File: src/rtl/fifo_sync_param.sv
//==============================================================================
// Module  : fifo_sync_param
// Brief   : Single-clock FIFO with wrap-bit pointers, occupancy count,
//           almost-full/empty flags, sticky error flags and optional FWFT read.
// Revision: 1.0
//==============================================================================
`default_nettype none

module fifo_sync_param #(
    parameter int DATA_WIDTH = 8,
    parameter int DEPTH      = 16,
    parameter int AF_LEVEL   = 14,
    parameter int AE_LEVEL   = 2,
    parameter int FWFT       = 0
) (
    input  logic                        clk,
    input  logic                        rst_n,
    input  logic                        w_en,
    input  logic [DATA_WIDTH-1:0]       data_in,
    input  logic                        r_en,
    output logic [DATA_WIDTH-1:0]       data_out,
    output logic                        full,
    output logic                        empty,
    output logic                        almost_full,
    output logic                        almost_empty,
    output logic [$clog2(DEPTH):0]      count,
    output logic                        overflow,
    output logic                        underflow,
    input  logic                        err_clr
);

    localparam int AW = $clog2(DEPTH);
    localparam int PW = AW + 1;
    localparam logic [PW-1:0] c_ONE      = PW'(1);
    localparam logic [PW-1:0] c_AF_LEVEL = PW'(AF_LEVEL);
    localparam logic [PW-1:0] c_AE_LEVEL = PW'(AE_LEVEL);

    logic [DATA_WIDTH-1:0] r_mem [DEPTH];
    logic [PW-1:0]         r_wr_ptr;
    logic [PW-1:0]         r_rd_ptr;
    logic [PW-1:0]         r_count;
    logic                  r_overflow;
    logic                  r_underflow;

    logic [AW-1:0]         w_wr_addr;
    logic [AW-1:0]         w_rd_addr;
    logic                  w_full;
    logic                  w_empty;
    logic                  w_wr_acc;
    logic                  w_rd_acc;

    assign w_wr_addr = r_wr_ptr[AW-1:0];
    assign w_rd_addr = r_rd_ptr[AW-1:0];

    // Same address with differing wrap bits means the writer is a full lap ahead.
    assign w_full  = (w_wr_addr == w_rd_addr) && (r_wr_ptr[AW] != r_rd_ptr[AW]);
    assign w_empty = (r_wr_ptr == r_rd_ptr);

    assign w_wr_acc = w_en & ~w_full;
    assign w_rd_acc = r_en & ~w_empty;

    always_ff @(posedge clk) begin
        if (!rst_n) begin
            r_wr_ptr    <= '0;
            r_rd_ptr    <= '0;
            r_count     <= '0;
            r_overflow  <= 1'b0;
            r_underflow <= 1'b0;
        end else begin
            if (w_wr_acc) r_wr_ptr <= r_wr_ptr + c_ONE;
            if (w_rd_acc) r_rd_ptr <= r_rd_ptr + c_ONE;

            if (w_wr_acc && !w_rd_acc)      r_count <= r_count + c_ONE;
            else if (w_rd_acc && !w_wr_acc) r_count <= r_count - c_ONE;

            // A new error event takes priority over a simultaneous clear.
            if (w_en && w_full)  r_overflow <= 1'b1;
            else if (err_clr)    r_overflow <= 1'b0;
            if (r_en && w_empty) r_underflow <= 1'b1;
            else if (err_clr)    r_underflow <= 1'b0;
        end
    end

    always_ff @(posedge clk) begin
        if (rst_n && w_wr_acc) r_mem[w_wr_addr] <= data_in;
    end

    generate
        if (FWFT != 0) begin : g_fwft
            assign data_out = w_empty ? '0 : r_mem[w_rd_addr];
        end else begin : g_std
            logic [DATA_WIDTH-1:0] r_data_out;
            always_ff @(posedge clk) begin
                if (!rst_n)        r_data_out <= '0;
                else if (w_rd_acc) r_data_out <= r_mem[w_rd_addr];
            end
            assign data_out = r_data_out;
        end
    endgenerate

    assign full         = w_full;
    assign empty        = w_empty;
    assign almost_full  = (r_count >= c_AF_LEVEL);
    assign almost_empty = (r_count <= c_AE_LEVEL);
    assign count        = r_count;
    assign overflow     = r_overflow;
    assign underflow    = r_underflow;

endmodule

`default_nettype wire

File: config.mk
export PLATFORM = sky130hd
export DESIGN_NAME = fifo_sync_param
export DESIGN_NICKNAME = d
export VERILOG_FILES = /design/src/rtl/fifo_sync_param.sv
export SDC_FILE = /design/constraint.sdc
export NUM_CORES = 1
export LEC_CHECK = 0
export ABC_CLOCK_PERIOD_IN_PS = 3830
export CORE_ASPECT_RATIO = 1.5
export CORE_MARGIN = 2
export CORE_UTILIZATION = 53
export DETAILED_ROUTE_END_ITERATION = 16
export PLACE_DENSITY = 0.69
export SLEW_MARGIN = 0
export SYNTH_ARGS = -nofsm -noshare
export SYNTH_HDL_FRONTEND = slang
export SYNTH_SLANG_ARGS = --single-unit
File: constraint.sdc
create_clock -name clk -period 3.83 [get_ports clk]
set_clock_uncertainty 0.05 [all_clocks]
set_input_delay 0.766 -clock clk [delete_from_list [all_inputs] [get_ports clk]]
set_output_delay 0.766 -clock clk [all_outputs]
set_load 0.01 [all_outputs]
Yosys cells after proc, flatten, opt, wreduce, memory -nomap -nowiden
Memories as Yosys holds them, arrays and structs flattened. A register that Yosys moved wholly into a read port is not among the register bits.
Index checks and enable logic that the tools add are counted.
Widths: inputs -> output; s select.
{"block": "word_totals", "ff_bits": 17, "ram_bits": 128, "out_inout_bits": 19, "elab_cells": 38, "memories": 1}
{"memory": "r_mem", "depth": 16, "word_bits": 8, "rd": 1, "rd_ports_with_merged_regs": 1, "write_ports": 1, "line": "38", "text": "logic [DATA_WIDTH-1:0] r_mem [DEPTH];"}
{"block": "op_classes", "add_sub_neg": 4, "order_cmp": 2, "eq_ne": 3, "muxes": 7, "bitwise": 4, "reduce_logical": 12}
{"cell": "$add 5x1->5 const B", "n": 3}
{"cell": "$mux 5", "n": 2}
{"cell": "$logic_and 1x1->1", "n": 6}
{"cell": "$reduce_bool 2->1", "n": 3}
{"cell": "$eq 5x5->1", "n": 1}
{"cell": "$ge 5x4->1 const B", "n": 1}
{"cell": "$le 5x2->1 const B", "n": 1}
{"cell": "$mux 1", "n": 5}
{"cell": "$sub 5x1->5 const B", "n": 1}
{"cell": "$eq 4x4->1", "n": 1}
{"cell": "$logic_not 1->1", "n": 3}
{"cell": "$and 1x1->1", "n": 2}
{"cell": "$not 1->1", "n": 2}
{"cell": "$ne 1x1->1", "n": 1}

Longest topological paths before layout
{"block": "depth", "depth_word": 8, "mapped_depth": 14, "mapped_depth_nobuf": 12}

Worst setup path before layout
Ideal clock, no wire load.
{"block": "synth_timing", "path_kind": "register -> register", "startpoint": "register r_rd_ptr[2]", "endpoint": "register r_count[4], in the netlist count[4]", "setup_ps": 72, "t_arrival_ps": 2802, "path_slack_ps": 907, "stages_incl_launch_ff": 15, "path_buffers": 2, "path_cell_list": "dfxtp_1 > buf_4 > xnor2_1 > nand4_1 > o21ai_1 > clkbuf_1 > inv_1 > ha_1 > inv_1 > ha_1 > nor2b_1 > o21a_1 > or3_1 > a21oi_1 > mux2i_1"}
{"block": "synth_via", "elab_chain_len": 7, "word_cells_on_any_way": 13, "cone_classes": "eq/ne: 2; mux: 1; bitwise: 4; reduce/logical: 6"}
{"item": "start: declaration", "line": "40", "text": "logic [PW-1:0] r_rd_ptr;"}
{"item": "start signal: assignment", "line": "71", "text": "if (w_rd_acc) r_rd_ptr <= r_rd_ptr + c_ONE;"}
{"item": "$eq 4x4->1 *", "line": "56", "text": "assign w_full = (w_wr_addr == w_rd_addr) && (r_wr_ptr[AW] != r_rd_ptr[AW]);"}
{"item": "$logic_and 1x1->1 *", "line": "56"}
{"item": "$not 1->1 *", "line": "59", "text": "assign w_wr_acc = w_en & ~w_full;"}
{"item": "$and 1x1->1 *", "line": "59"}
{"item": "via w_wr_acc", "line": "49", "text": "logic w_wr_acc;"}
{"item": "$logic_not 1->1", "line": "74", "text": "else if (w_rd_acc && !w_wr_acc) r_count <= r_count - c_ONE;"}
{"item": "$logic_and 1x1->1", "line": "74"}
{"item": "$reduce_bool 2->1 (no line)"}
{"item": "end signal: assignment", "line": "73", "text": "if (w_wr_acc && !w_rd_acc) r_count <= r_count + c_ONE;"}
{"item": "end signal: assignment", "line": "74"}
{"item": "end: declaration", "line": "41", "text": "logic [PW-1:0] r_count;"}
Mark *: on every way through the listed nets, which the timed path passes. The rest lies on a longest branch.
A chain may end at the register's enable or synchronous reset.

Worst setup path in the final report
{"block": "layout_timing", "startpoint": "register r_wr_ptr[3]", "endpoint": "register r_count[4], in the netlist count[4]"}
{"block": "layout_via", "elab_chain_len": 7, "word_cells_on_any_way": 13, "cone_classes": "eq/ne: 2; mux: 1; bitwise: 4; reduce/logical: 6"}
{"item": "start: declaration", "line": "39", "text": "logic [PW-1:0] r_wr_ptr;"}
{"item": "start signal: assignment", "line": "70", "text": "if (w_wr_acc) r_wr_ptr <= r_wr_ptr + c_ONE;"}
{"item": "$eq 4x4->1", "line": "56"}
{"item": "$logic_and 1x1->1", "line": "56"}
{"item": "$not 1->1", "line": "59"}
{"item": "$and 1x1->1", "line": "59"}
{"item": "$logic_not 1->1", "line": "74"}
{"item": "$logic_and 1x1->1", "line": "74"}
{"item": "$reduce_bool 2->1 (no line)"}
Several ways; a longest one is shown, not always the timed one.

==> run_results.csv <==
group,metric,value,unit
worst_setup_path,start_kind,"flip-flop",
hold_path,min_to,"count[4]",
clocking,cts_hold_buf,0,
drt,wl,12.6,mm
hold_path,worstHoldStart,"count[4]",
sta,holdWs,464,ps
drt,first_iter_violations,192,
worst_setup_path,r2r_start,"r_wr_ptr[3]",
synthesis,synth_edf_count,128,
synthesis,synth_top_area_cell,"edfxtp_1",
cells_and_area,mostFrequentLayoutCells,"128 x edfxtp_1, 31 x clkdlybuf4s50_1, 24 x dfxtp_1",
clocking,cts-buffers-inserted,17,
clocking,clk_path_buf_depth,2,
sta,fin_crit,3180,ps
global_route,grt_overflow,0,
cells_and_area,final_nets,458,
worst_setup_path,end_kind,"flip-flop",
clocking,tritoncts,"built",
drt,wl_per_cell,21.0,µm
worst_setup_path,timing.rr.end,"count[4]",
die,placementRows,49,
die,fp.dieW,93.5,µm
sta,setup_viol,0,
cells_and_area,nFillCells,874,
placement,dp_hpwl,8.01,mm
worst_setup_path,rrSetupSlack,650,ps
clocking,cts_resized,0,
synthesis,synth-seq-cells,153,
sta,post-route-period-util,83.0,%
global_route,grt_start_max_net_pins,53,
synthesis,syn_inst,391,
worst_setup_path,crit_fanout,17,
global_route,grt_pass1_vias,3502,
cells_and_area,antenna_cells,0,
global_route,track_usage,21.0,%
drt,drt.antenna.violating_nets,0,
outcome,status,"completed",
synthesis,synth_area_leaders,"edfxtp_1 60%, dfxtp_1 7.9%, mux4_1 4.9%",
hold_path,hold_depth,2,
synthesis,synth.net_count,414,
sta,relSlewSlack,57.8,%
sta,hold_violations,0,
clocking,postCtsSetupBuffers,0,
hold_path,hold_path_class,"flip-flop to flip-flop",
sta,rsz0062_at_grt,"no",
global_route,grt_pass1_wl,19.6,mm
placement,routabilityCongestion,0.780,
cells_and_area,area_growth,17.3,%
synthesis,yosysSeqAreaShare,68.2,%
cells_and_area,drive_gt1_share,18.8,%
die,start_util,53.6,%
die,ios,32,
sta,fin_tns_setup,0,ps
clocking,cts_root_buffer,"clkbuf_16",
synthesis,ys.flop_type,"edfxtp_1",
pwr,vdd_drop_max,0.000357,V
die,coreArea,11900,µm²
die,die_height,138,µm
cells_and_area,final_common_cell,"edfxtp_1",
worst_setup_path,required,4130,ps
worst_setup_path,arrival,3470,ps
die,dieArea,12900,µm²
synthesis,synth.avg_cell_area,16.3,µm²
synthesis,netlist.area_leader.share,60.3,%
global_route,antenna_found_initial,0,
clocking,worst_skew_pair.late_latency,420,ps
synthesis,syn_area,6370,µm²
sta,tightest_slew,633,ps
drt,dr_total_vias,3505,
drt,dr.pass1.iters,4,
run,max_cap_violations,0,
clocking,htree_num_levels,4,
synthesis,synth-warning-count,0,
pwr,leakagePower,2.44,nW
worst_setup_path,criticalPathCategory,"flip-flop to flip-flop",
clocking,cts.sinks,153,
worst_setup_path,r2r_cells,12,
synthesis,synth_cell_type_count,43,
placement,io_buffers,31,
clocking,clk_pin_slew,70,ps
sta,slew_violations,0,
synthesis,async_reset_ff_share,0,%
drt,drc,0,
sta,max_freq,0.315,GHz
pwr,pwr_density_cell,558,nW/µm²
drt,viasPerCell,5.83,
==> worst max-delay path, stage by stage, from the launching register on <==
cell and delay (ps):
dfxtp_1 690, xnor2_1 200, and4_1 290, a21boi_4 80, inv_1 160, ha_1 250
inv_1 100, ha_1 320, nor2b_1 140, o21a_1 170, or3_1 300, a21oi_1 180
mux2i_1 190
==> area by class of cell <==
type                    instances  area (µm²)  share of cell area [%]
inverters                       8        30.0                   0.402
multi-input cells             205        1880                    25.1
well taps                     153         191                    2.56
flip-flops and latches        153        4350                    58.1
clock buffers                  17         425                    5.69
repair buffers                 50         453                    6.06
clock inverters                15         153                    2.04
==> where the power goes <==
part / switching (W) / internal [W] / total [W]
registers: 0.0000533 / 0.00186 / 0.00192
logic: 0.000333 / 0.000325 / 0.000658
clock network: 0.000730 / 0.000868 / 0.00160
total: 0.00112 / 0.00306 / 0.00417
==> stage by stage <==
step                instances  total power, W  utilization (%)  instance area [µm²]  worst slack [ps]
floorplan                 391         0.00234                -                 6370               907
global placement          569         0.00260             58.0                 6900               573
detailed placement        569         0.00262             58.0                 6900               485
CTS                       601         0.00422             62.8                 7470               643
global route              601         0.00435             62.8                 7470               455
finish                    601         0.00417             62.8                 7470               652
==> logic make-up (layout without fill, tap and decap cells) <==
family	count (synthesis)	in the layout	share of synthesized area (%)
buffers and inverters	33	90	2.61
AND/OR/NAND/NOR	76	76	6.83
adder cells (fa/ha/maj)	10	10	2.08
multiplexers	43	43	12.5
AO/OA/AOI/OAI	64	64	6.18
XOR/XNOR	12	12	1.65
flip-flops	153	153	68.2
==> sequential cells by signal (all words and copies together), names as in the netlist <==
| signal | flops |
|---|---|
| r_rd_ptr | 5 |
| underflow | 1 |
| count | 5 |
| r_mem | 128 |
| r_wr_ptr | 5 |
| overflow | 1 |
| data_out | 8 |
==> how the worst max path moves through the flow <==
stage / start / endpoint / slack (ps)
finish: r_wr_ptr[3] / count[4] / 650
global route: r_wr_ptr[3] / count[4] / 460
CTS: r_wr_ptr[3] / count[4] / 640
detailed placement: r_en / count[4] / 480
global placement: r_en / count[4] / 570
floorplan: r_rd_ptr[2] / count[4] / 910
==> metal layers <==
metal,up-vias,share of wire (%),GRT usage (%)
li1,1631,-,-
met1,1762,39,25.3
met2,102,54,36.1
met3,10,4.9,5.94
met4,0,2.3,7.25
met5,-,0,0
==> synth_stat cells, drive strengths merged (5+ instances only) <==
cell / count
edfxtp: 128
dfxtp: 25
mux4: 24
a21oi: 21
clkbuf: 16
mux2: 16
nor2b: 15
o21ai: 15
nand2: 14
nor3: 13
buf: 9
ha: 9
xnor2: 9
a211oi: 8
inv: 8
o22ai: 8
and2: 6
and4: 5
Note: power is estimated with default switching activity, not from simulation.
